File: src/rtl/boot_rom_arbiter.sv
// rtl/boot_rom_arbiter.sv - dbus/ibus arbiter for a shared single-port 1-cycle-latency memory
module boot_rom_arbiter #(
  parameter int ADDR_W       = 32,
  parameter int MAX_D_STREAK = 4
) (
  input  logic              clk,
  input  logic              rst_n,
  // data bus slave port
  input  logic              d_req,
  input  logic              d_we,
  input  logic [3:0]        d_be,
  input  logic [ADDR_W-1:0] d_addr,
  input  logic [31:0]       d_wdata,
  output logic              d_gnt,
  output logic              d_rvalid,
  output logic [31:0]       d_rdata,
  // instruction bus slave port (read only)
  input  logic              i_req,
  input  logic [ADDR_W-1:0] i_addr,
  output logic              i_gnt,
  output logic              i_rvalid,
  output logic [31:0]       i_rdata,
  // memory macro port
  output logic              mem_req,
  output logic              mem_we,
  output logic [3:0]        mem_be,
  output logic [ADDR_W-1:0] mem_addr,
  output logic [31:0]       mem_wdata,
  input  logic [31:0]       mem_rdata
);

  // A zero-wide counter is not legal, so strict-priority builds keep one idle bit.
  localparam int             SW         = (MAX_D_STREAK > 0) ? $clog2(MAX_D_STREAK + 1) : 1;
  localparam logic [SW-1:0]  STREAK_MAX = SW'(MAX_D_STREAK);
  localparam bit             GUARD_ON   = (MAX_D_STREAK != 0);

  typedef enum logic [1:0] {
    OWN_NONE = 2'd0,
    OWN_DBUS = 2'd1,
    OWN_IBUS = 2'd2
  } owner_e;

  logic [SW-1:0] streak;
  owner_e        owner;
  logic          wr_flag;
  logic          force_i;

  // ibus is pushed through once dbus has beaten it MAX_D_STREAK times in a row
  assign force_i = GUARD_ON && (streak == STREAK_MAX);

  // Single-winner grant: dbus first unless the starvation guard has tripped
  always_comb begin
    d_gnt = d_req && !(i_req && force_i);
    i_gnt = i_req && !d_gnt;
  end

  // Steer the winning bus onto the memory port; idle drives all zeros
  always_comb begin
    mem_req   = d_gnt | i_gnt;
    mem_we    = 1'b0;
    mem_be    = 4'h0;
    mem_addr  = '0;
    mem_wdata = 32'h0;
    if (d_gnt) begin
      mem_we    = d_we;
      mem_be    = d_be;
      mem_addr  = d_addr;
      mem_wdata = d_wdata;
    end else if (i_gnt) begin
      mem_we    = 1'b0;
      mem_be    = 4'hF;
      mem_addr  = i_addr;
      mem_wdata = 32'h0;
    end
  end

  // Count consecutive dbus wins while ibus waits; saturates at the limit
  always_ff @(posedge clk or negedge rst_n) begin
    if (!rst_n) begin
      streak <= '0;
    end else if (!i_req || i_gnt) begin
      streak <= '0;
    end else if (d_gnt && (streak != STREAK_MAX)) begin
      streak <= streak + SW'(1);
    end
  end

  // Remember who owns the data coming back from the macro next cycle
  always_ff @(posedge clk or negedge rst_n) begin
    if (!rst_n) begin
      owner   <= OWN_NONE;
      wr_flag <= 1'b0;
    end else begin
      wr_flag <= mem_we;
      if (d_gnt) begin
        owner <= OWN_DBUS;
      end else if (i_gnt) begin
        owner <= OWN_IBUS;
      end else begin
        owner <= OWN_NONE;
      end
    end
  end

  // Writes still complete with rvalid but carry no data
  assign d_rvalid = (owner == OWN_DBUS);
  assign i_rvalid = (owner == OWN_IBUS);
  assign d_rdata  = (d_rvalid && !wr_flag) ? mem_rdata : 32'h0;
  assign i_rdata  = i_rvalid ? mem_rdata : 32'h0;

endmodule

File: config.mk
export PLATFORM = sky130hd
export DESIGN_NAME = boot_rom_arbiter
export DESIGN_NICKNAME = d
export VERILOG_FILES = /design/src/rtl/boot_rom_arbiter.sv
export SDC_FILE = /design/constraint.sdc
export NUM_CORES = 1
export LEC_CHECK = 0
export ABC_CLOCK_PERIOD_IN_PS = 2120
export CAP_MARGIN = 20
export CORE_AREA = 2 2 106 108
export DETAILED_ROUTE_END_ITERATION = 10
export DIE_AREA = 0 0 108 110
export DONT_BUFFER_PORTS = 1
export PLACE_DENSITY = 0.39
export SLEW_MARGIN = 0
export SYNTH_ARGS = -nofsm -noshare
export SYNTH_HDL_FRONTEND = slang
export SYNTH_SLANG_ARGS = --single-unit
File: constraint.sdc
create_clock -name clk -period 2.12 [get_ports clk]
set_clock_uncertainty 0.2 [all_clocks]
set_input_delay 0.424 -clock clk [delete_from_list [all_inputs] [get_ports clk]]
set_output_delay 0.424 -clock clk [all_outputs]
set_load 0.02 [all_outputs]
; Word-level counts from Yosys, hierarchy flattened
; Index checks and enable logic that the tools add are counted.
[word_totals]
ramBits = 0
elab_cells = 32
mem_count = 0
romBits = 0
inputBits = 137
ff_bits = 6
latchBits = 0
output_inout_bits = 138
[classes]
bitwise_logic = 1
n_eq_ne = 4
shift = 0
add_sub_neg = 1
n_mul = 0
n_div = 0
n_reduce_logical = 11
magnitude_cmp = 0
muxes = 12
[op_table]
columns = cell, count
row1 = 32-bit 2-to-1 mux, 5
row2 = 4-bit 2-to-1 mux, 2
row3 = 3-bit 2-to-1 mux, 2
row4 = 1-bit logical AND, 5
row5 = 1-bit zero test, 4
row6 = 2-bit 2-to-1 mux, 2
row7 = 3-bit by 1-bit adder with 3-bit output (second input constant), 1
row8 = 3-bit == test (second input constant), 1
row9 = 3-bit inequality test (second input constant), 1
row10 = 2-bit by 1-bit == test with 1-bit output (second input constant), 1
row11 = 2-bit == test (second input constant), 1
row12 = 2-bit nonzero test, 1
row13 = 1-bit logical OR, 1
row14 = 1-bit 2-to-1 mux, 1
row15 = 1-bit bitwise OR, 1

; Logic depth before layout (Yosys ltp)
; Gate-level depths: netlist (run 1).
[depth]
ltp_word = 8
depth_mapped = 6
ltp_nobuf = 4

; Least setup slack after synthesis (run 1)
; Ideal clock, no wire load.
[synth_path]
kind = reg2out
startpoint = reg streak[0]
endpoint = out mem_addr[17]
path_slack_ns = 0.024
n_path_buf = 2
required_ns = 1.496
t_arrival_ns = 1.472
path_stages_with_launch = 7
cell_sequence = dfrtp_1 > inv_1 > ha_1 > and3_1 > buf_6 > buf_6 > o22ai_1
[synth_between]
elab_chain_cells = 8
[synth_rtl]
columns = item, line_no
row1 = "start, declared", 43  ; logic [SW-1:0] streak;
row2 = "start signal, assigned", 84  ; streak <= streak + SW'(1);
row3 = 3-bit == test *, 49  ; assign force_i = GUARD_ON && (streak == STREAK_MAX);
row4 = 1-bit logical AND *, 53  ; d_gnt = d_req && !(i_req && force_i);
row5 = 1-bit zero test *, 53
row6 = 1-bit logical AND *, 53
row7 = 1-bit zero test, 54  ; i_gnt = i_req && !d_gnt;
row8 = 1-bit logical AND, 54
row9 = 32-bit 2-to-1 mux, 69  ; end else if (i_gnt) begin
row10 = 32-bit 2-to-1 mux *, 64  ; if (d_gnt) begin
row11 = "end, declared", 27  ; output logic [ADDR_W-1:0] mem_addr,
; Mark *: on every way between the ends. The rest lies on a longest branch, timed or not.

; Worst setup path in the final report (run 1)
[layout_path]
startpoint = reg streak[1]
endpoint = out mem_addr[23]
; The elaborated chain is that of the path after synthesis.

==> results of run 1 <==
[layout make-up]
| class | count | area [sq um] |
|---|---|---|
| Clock buffer | 3 | 41.3 |
| Fill cell | 1180 | 8160 |
| Inverter | 3 | 11.3 |
| Multi-Input combinational cell | 220 | 1670 |
| Sequential cell | 6 | 150 |
| Tap cell | 140 | 175 |
| Timing Repair Buffer | 42 | 492 |
[critical path: cells and delay by family, from the launching register on]
| kind | cells | cell delay (ns) |
|---|---|---|
| adder cells (fa/ha/maj) | 1 | 0.17 |
| flip-flops | 1 | 0.39 |
| buffers and inverters | 3 | 0.38 |
| AND/OR/NAND/NOR | 1 | 0.31 |
| AO/OA/AOI/OAI | 1 | 0.07 |
[path summary, 6_finish.rpt]
kind / start / end / slack (ns)
max in group asynchronous: rst_n / owner[1] / 1.13
setup / recovery: streak[1] / mem_addr[23] / -0.06
setup reg to reg: streak[1] / streak[2] / 0.54
hold reg to reg: streak[0] / streak[0] / 0.39
hold / removal: i_req / streak[2] / 0.16
min in group asynchronous: rst_n / streak[1] / 0.34
[cell usage in the layout, fill, tap and decap left out, drive strengths merged]
| cell type | count |
|---|---|
| a21oi | 1 |
| o21ai | 4 |
| nand2b | 1 |
| dlygate4sd3 | 1 |
| nand3 | 1 |
| nand2 | 70 |
| or2 | 1 |
| buf | 38 |
| and3 | 34 |
| and2 | 65 |
| and4 | 1 |
| a21boi | 1 |
| nor2b | 1 |
| and2b | 1 |
| or3b | 1 |
| dfrtp | 6 |
| o22ai | 32 |
| clkbuf | 6 |
| inv | 3 |
| nor3b | 2 |
| nor2 | 2 |
| ha | 2 |
[sequential cells by signal, indices dropped and copies added, names as in the netlist]
signal	cells
streak	3
owner	2
wr_flag	1
[cells by family after synthesis]
logic type	Yosys count	share of synthesized area [%]
simple gates	180	55.2
compound gates	38	23.6
buf+inv	32	11.2
flops	6	8.60
fa+ha+maj	2	1.43
[power breakdown]
part	internal (uW)	total, uW	switching (uW)	leakage, uW
combinational	212	555	342	0.000966
clock	122	170	48.5	0.0000216
sequential	120	123	3.46	0.0000782
total	454	849	394	0.00107
[stage by stage]
step                TNS [ns]  utilization [%]  cell area [sq um]  setup slack (ns)  cells
floorplan                  0                -               1750            0.0243    258
global placement           0             18.2               1940            0.0490    387
detailed placement         0             18.2               1940            0.0226    387
CTS                   -0.374             20.5               2190           -0.0427    400
global route           -5.01             23.8               2540            -0.122    414
finish                -0.750             23.8               2540           -0.0552    414
[per-layer routing]
metal | vias to the layer above | share of wire (%)
li1 | 892 | -
met1 | 931 | 34
met2 | 147 | 58
met3 | 2 | 7.8
met4 | 0 | 0.46
met5 | - | 0
[repair_timing]
action,4_1_cts,5_1_grt
endpoints found under the setup margin,71,70
setup buffers,8,11
pin swaps,10,17
resized for setup,18,42
hold buffers,1,0
endpoints found under the hold margin,6,0
cloned,1,3
==> flow_summary.ini, run 1 <==
[outcome]
status = complete, but fails checks
violations = setup timing

[placement]
gp_congestion = 0.656
io_buffers = 0
dp_hpwl_mm = 5.69

[detailed_routing]
ant_nets = 0
vias_per_cell = 4.76
wirelength_mm = 7.62
dr.pass1.iters = 4
drt_iter0_drc = 79
route.detailed.drc = 0
num_vias = 1972
wl_per_cell_um = 18.4

[die]
die_x_um = 108
core_area_sq_mm = 0.0107
start_util_pct = 16.3
die_y_um = 110
io_pins = 275
die_area_sq_mm = 0.0119
num_rows = 38

[critical_path]
cp-end-kind = output port
critPathArrivalTime_ns = 1.55
critical_path_required_ns = 1.50
crit_path_max_incr_delay_ns = 0.39
crit_type = reg -> out
slowest_stage = dfrtp_1
critPathMaxFanout = 8
reg2reg_depth = 5
setup.worst_path.start_class = flop
crit_chain = inv_2 -> ha_4 -> and3_4 -> buf_12 -> o22ai_4 -> buf_6

[timing]
timing.hold.ws_ns = 0.159
rsz0062_at_grt = true
fmax_mhz = 460
finalCritPeriodShare_pct = 103
setup_viol_count_final = 25
maxSlewViolCount = 0
tightest_slew_ns = 0.495
layout_min_cycle_time_ns = 2.18
finalHoldViolCount = 0
setup_ws_ns = -0.0552
max-slew-margin-rel_pct = 66.9

[clock_tree]
clockBufferDepth = 2
cts_max_level = 1
clock-sinks = 6
clk_latency_ns = 0.22
cts_inserted_buffers = 3
cts-root-buf = clkbuf_8
path_clk_slew_ns = 0.04
cts_tree = yes

[global_routing]
grtUsageTotal_pct = 10.4
grt_util_met1_pct = 11.3
overflow = 0
grt_pass1_wl_mm = 9.20
antenna_found_initial = 0
grtUsageMet3_pct = 2.18
grt_pass1_vias = 1636
grt_max_degree = 75
busiest_layer = met2
met2_usage_pct = 20.8

[synth]
synth_fp_nets = 397
yosysTopAreaCell = and2_1
synth_warnings = 0
ys_types = 27
syn_inst = 258
ys_ff_latch = 6
synth_ff_type = dfrtp_1
yosys-top-cells-area = and2_1 (23%), o22ai_2 (20%), nand2_1 (15%)
synthArstFlopShare_pct = 100
avgSynthCellArea_sq_um = 6.77
yosysMostFrequentCell = nand2_1
seq_area_frac_synth_pct = 8.60
synth_top_area_share_pct = 23.3
synth_enable_flop_cells = 0
synth_common_cells = nand2_1 (70), and2_1 (65), and3_1 (34)
netlist_area_sq_mm = 0.00175

[layout]
fin_nets = 415
drive_gt1_share_pct = 36.1
n_antenna_cell = 0
area_delta_synth_final_pct = 45.6

[power]
p_total_uw = 849
power_density_mw_per_mm2 = 334
vdd_drop_max_mv = 0.166
leakagePower_uw = 0.00107

[hold_path]
whs_path_depth = 2
hold_class = in -> reg

[flow_run]
cap_violations = 0
Power figures use the tool's default switching activity.
==> inputs of run 2 (changes only) <==
--- a/config.mk
+++ b/config.mk
@@ -11,6 +11,7 @@
 export DETAILED_ROUTE_END_ITERATION = 10
 export DIE_AREA = 0 0 108 110
 export DONT_BUFFER_PORTS = 1
+export GPL_TIMING_DRIVEN = 0
 export PLACE_DENSITY = 0.39
 export SLEW_MARGIN = 0
 export SYNTH_ARGS = -nofsm -noshare
==> run 2 against run 1 <==
The flow still finishes with violations (setup timing). Clock power shrank 2%. Register-to-register slack gained 0.03 ns. Die area is the same. Flip-flop and latch count is the same. Via count shrank 1.5%. Final area grew 0.25%. Fmax grew 1.1%. Utilization grew 0.059 points. Worst setup slack gained 0.024 ns. First-iteration DRC count shrank 41%. Hold slack gained 0.17 ns. Total power grew 1.9%. Largest power group unchanged. Highest routed layer unchanged.
==> flow_summary.ini, run 2 (synthesis gave the netlist of run 1 again) <==
[outcome]
status = complete, but fails checks
violations = setup timing

[timing]
timing.hold.ws_ns = 0.324
fmax_mhz = 465
fin_setup_tns_ns = -0.465
rsz0062_at_grt = true
max-slew-margin-rel_pct = 67.9
tightest_slew_ns = 0.480
finalHoldViolCount = 0
finalCritPeriodShare_pct = 101
maxSlewViolCount = 0
setup_viol_count_final = 29
layout_min_cycle_time_ns = 2.15
setup_ws_ns = -0.0316

[die]
core_area_sq_mm = 0.0107
start_util_pct = 16.3
io_pins = 275
num_rows = 38
die_area_sq_mm = 0.0119
die_y_um = 110
die_x_um = 108

[global_routing]
grtUsageTotal_pct = 11.3
grt_max_degree = 11
grt_pass1_vias = 1743
overflow = 0
grt_pass1_wl_mm = 9.99
antenna_found_initial = 0

[layout]
multi_input_area_sq_mm = 0.00180
layout_commonest_cell = nand2_1
largestRegisters = streak x3, owner x2, wr_flag x1
area_delta_synth_final_pct = 45.9
final_util_pct = 23.8
n_antenna_cell = 0
largest_reg_flops = 3
drive_gt1_share_pct = 39.2
fillers = 1171
top_register = streak
fin_nets = 414
ff_latch_area_sq_um = 150
layout_common_cells = nand2_1 (70), and2_1 (51), o22ai_4 (30), and3_1 (20), and3_4 (14)
finalNonFillerCells = 413

[clock_tree]
cts-root-buf = clkbuf_8
clock-sinks = 6
cts_tree = yes
clockBufferDepth = 2
clk_latency_ns = 0.22
cts_inserted_buffers = 3
path_clk_slew_ns = 0.04
cts_max_level = 1

[power]
leakagePower_uw = 0.00101
vdd_drop_max_mv = 0.181
p_sw_uw = 424
p_int_uw = 440
p_comb_share_pct = 66.4
power_density_mw_per_mm2 = 339
power_frac_seq_pct = 14.4
p_clk_share_pct = 19.2
switching_share_pct = 49.1

[detailed_routing]
ant_nets = 0
wirelength_mm = 8.00
wl_per_cell_um = 19.4
dr.pass1.iters = 4
vias_per_cell = 4.70
route.detailed.drc = 0
num_vias = 1943
drt_iter0_drc = 47

[critical_path]
reg2reg_depth = 6
cp-startpoint = streak[1]
critical_path_required_ns = 1.50
r2r_end = owner[1]
critPathMaxFanout = 10
cp-end-kind = output port
setup.worst_path.start_class = flop
crit_type = reg -> out
critPathArrivalTime_ns = 1.53
crit_path_end = mem_addr[6]
rrSetupSlack_ns = 0.57
r2r_start = streak[1]

[placement]
post-place-ws_ns = -0.0975
gp_congestion = 0.684
io_buffers = 0
dp_hpwl_mm = 6.49
dp.cells = 398

[flow_run]
cap_violations = 0

[hold_path]
hold_class = in -> async
## run 2: what timing repair did
item | 4_1_cts | 5_1_grt
hold buffers | 1 | 0
endpoints found under the setup margin | 80 | 107
gates resized for setup | 54 | 62
pin swaps | 30 | 3
gates cloned | 0 | 6
setup buffers | 5 | 1
endpoints found under the hold margin | 6 | 0
## run 2: area by class of cell
cell class                      count  area share (%)
Timing Repair Buffer               13            5.15
Multi-Input combinational cell    220            70.4
Tap cell                          140            6.87
Clock buffer                        3            1.62
Sequential cell                     6            5.89
Buffer                             28            9.57
Inverter                            3           0.442
## run 2: worst min-delay path by stage
stage | start | end | slack (ns) | depth (start not counted)
2_1_floorplan | rst_n | owner[0] | -0.07 | 0
3_3_place_gp | rst_n | wr_flag | -0.07 | 0
3_5_place_dp | rst_n | wr_flag | -0.07 | 0
4_1_cts | rst_n | wr_flag | 0.33 | 1
5_1_grt | rst_n | owner[1] | 0.34 | 1
6_report | rst_n | owner[1] | 0.32 | 1
## run 2: metrics by stage
stage | area [sq um] | total power [uW]
after floorplan | 1750 | 521
after global placement | 1920 | 572
after detailed placement | 1920 | 574
after CTS | 2340 | 850
after global routing | 2550 | 922
final | 2550 | 864
## run 2: per-layer routing
| metal | wire length (um) | global-route usage, % | up-vias |
|---|---|---|---|
| met4 | 121 | 2.47 | 0 |
| met5 | 0 | 0 | - |
| met1 | 2800 | 12.2 | 905 |
| met3 | 517 | 1.65 | 6 |
| li1 | - | - | 891 |
| met2 | 4560 | 23.0 | 141 |
## run 2: power groups by stage
stage	registers (uW)	logic (uW)	clock network [uW]
2_1_floorplan	124	397	0
3_3_place_gp	125	448	0
3_5_place_dp	125	450	0
4_1_cts	123	552	175
5_1_grt	125	611	186
6_report	124	574	166
## run 2: critical path, stage by stage (launching register included)
cell and delay (ns):
dfrtp_1 0.39, inv_2 0.08, ha_4 0.18, and3_4 0.33, buf_12 0.21, o22ai_4 0.11
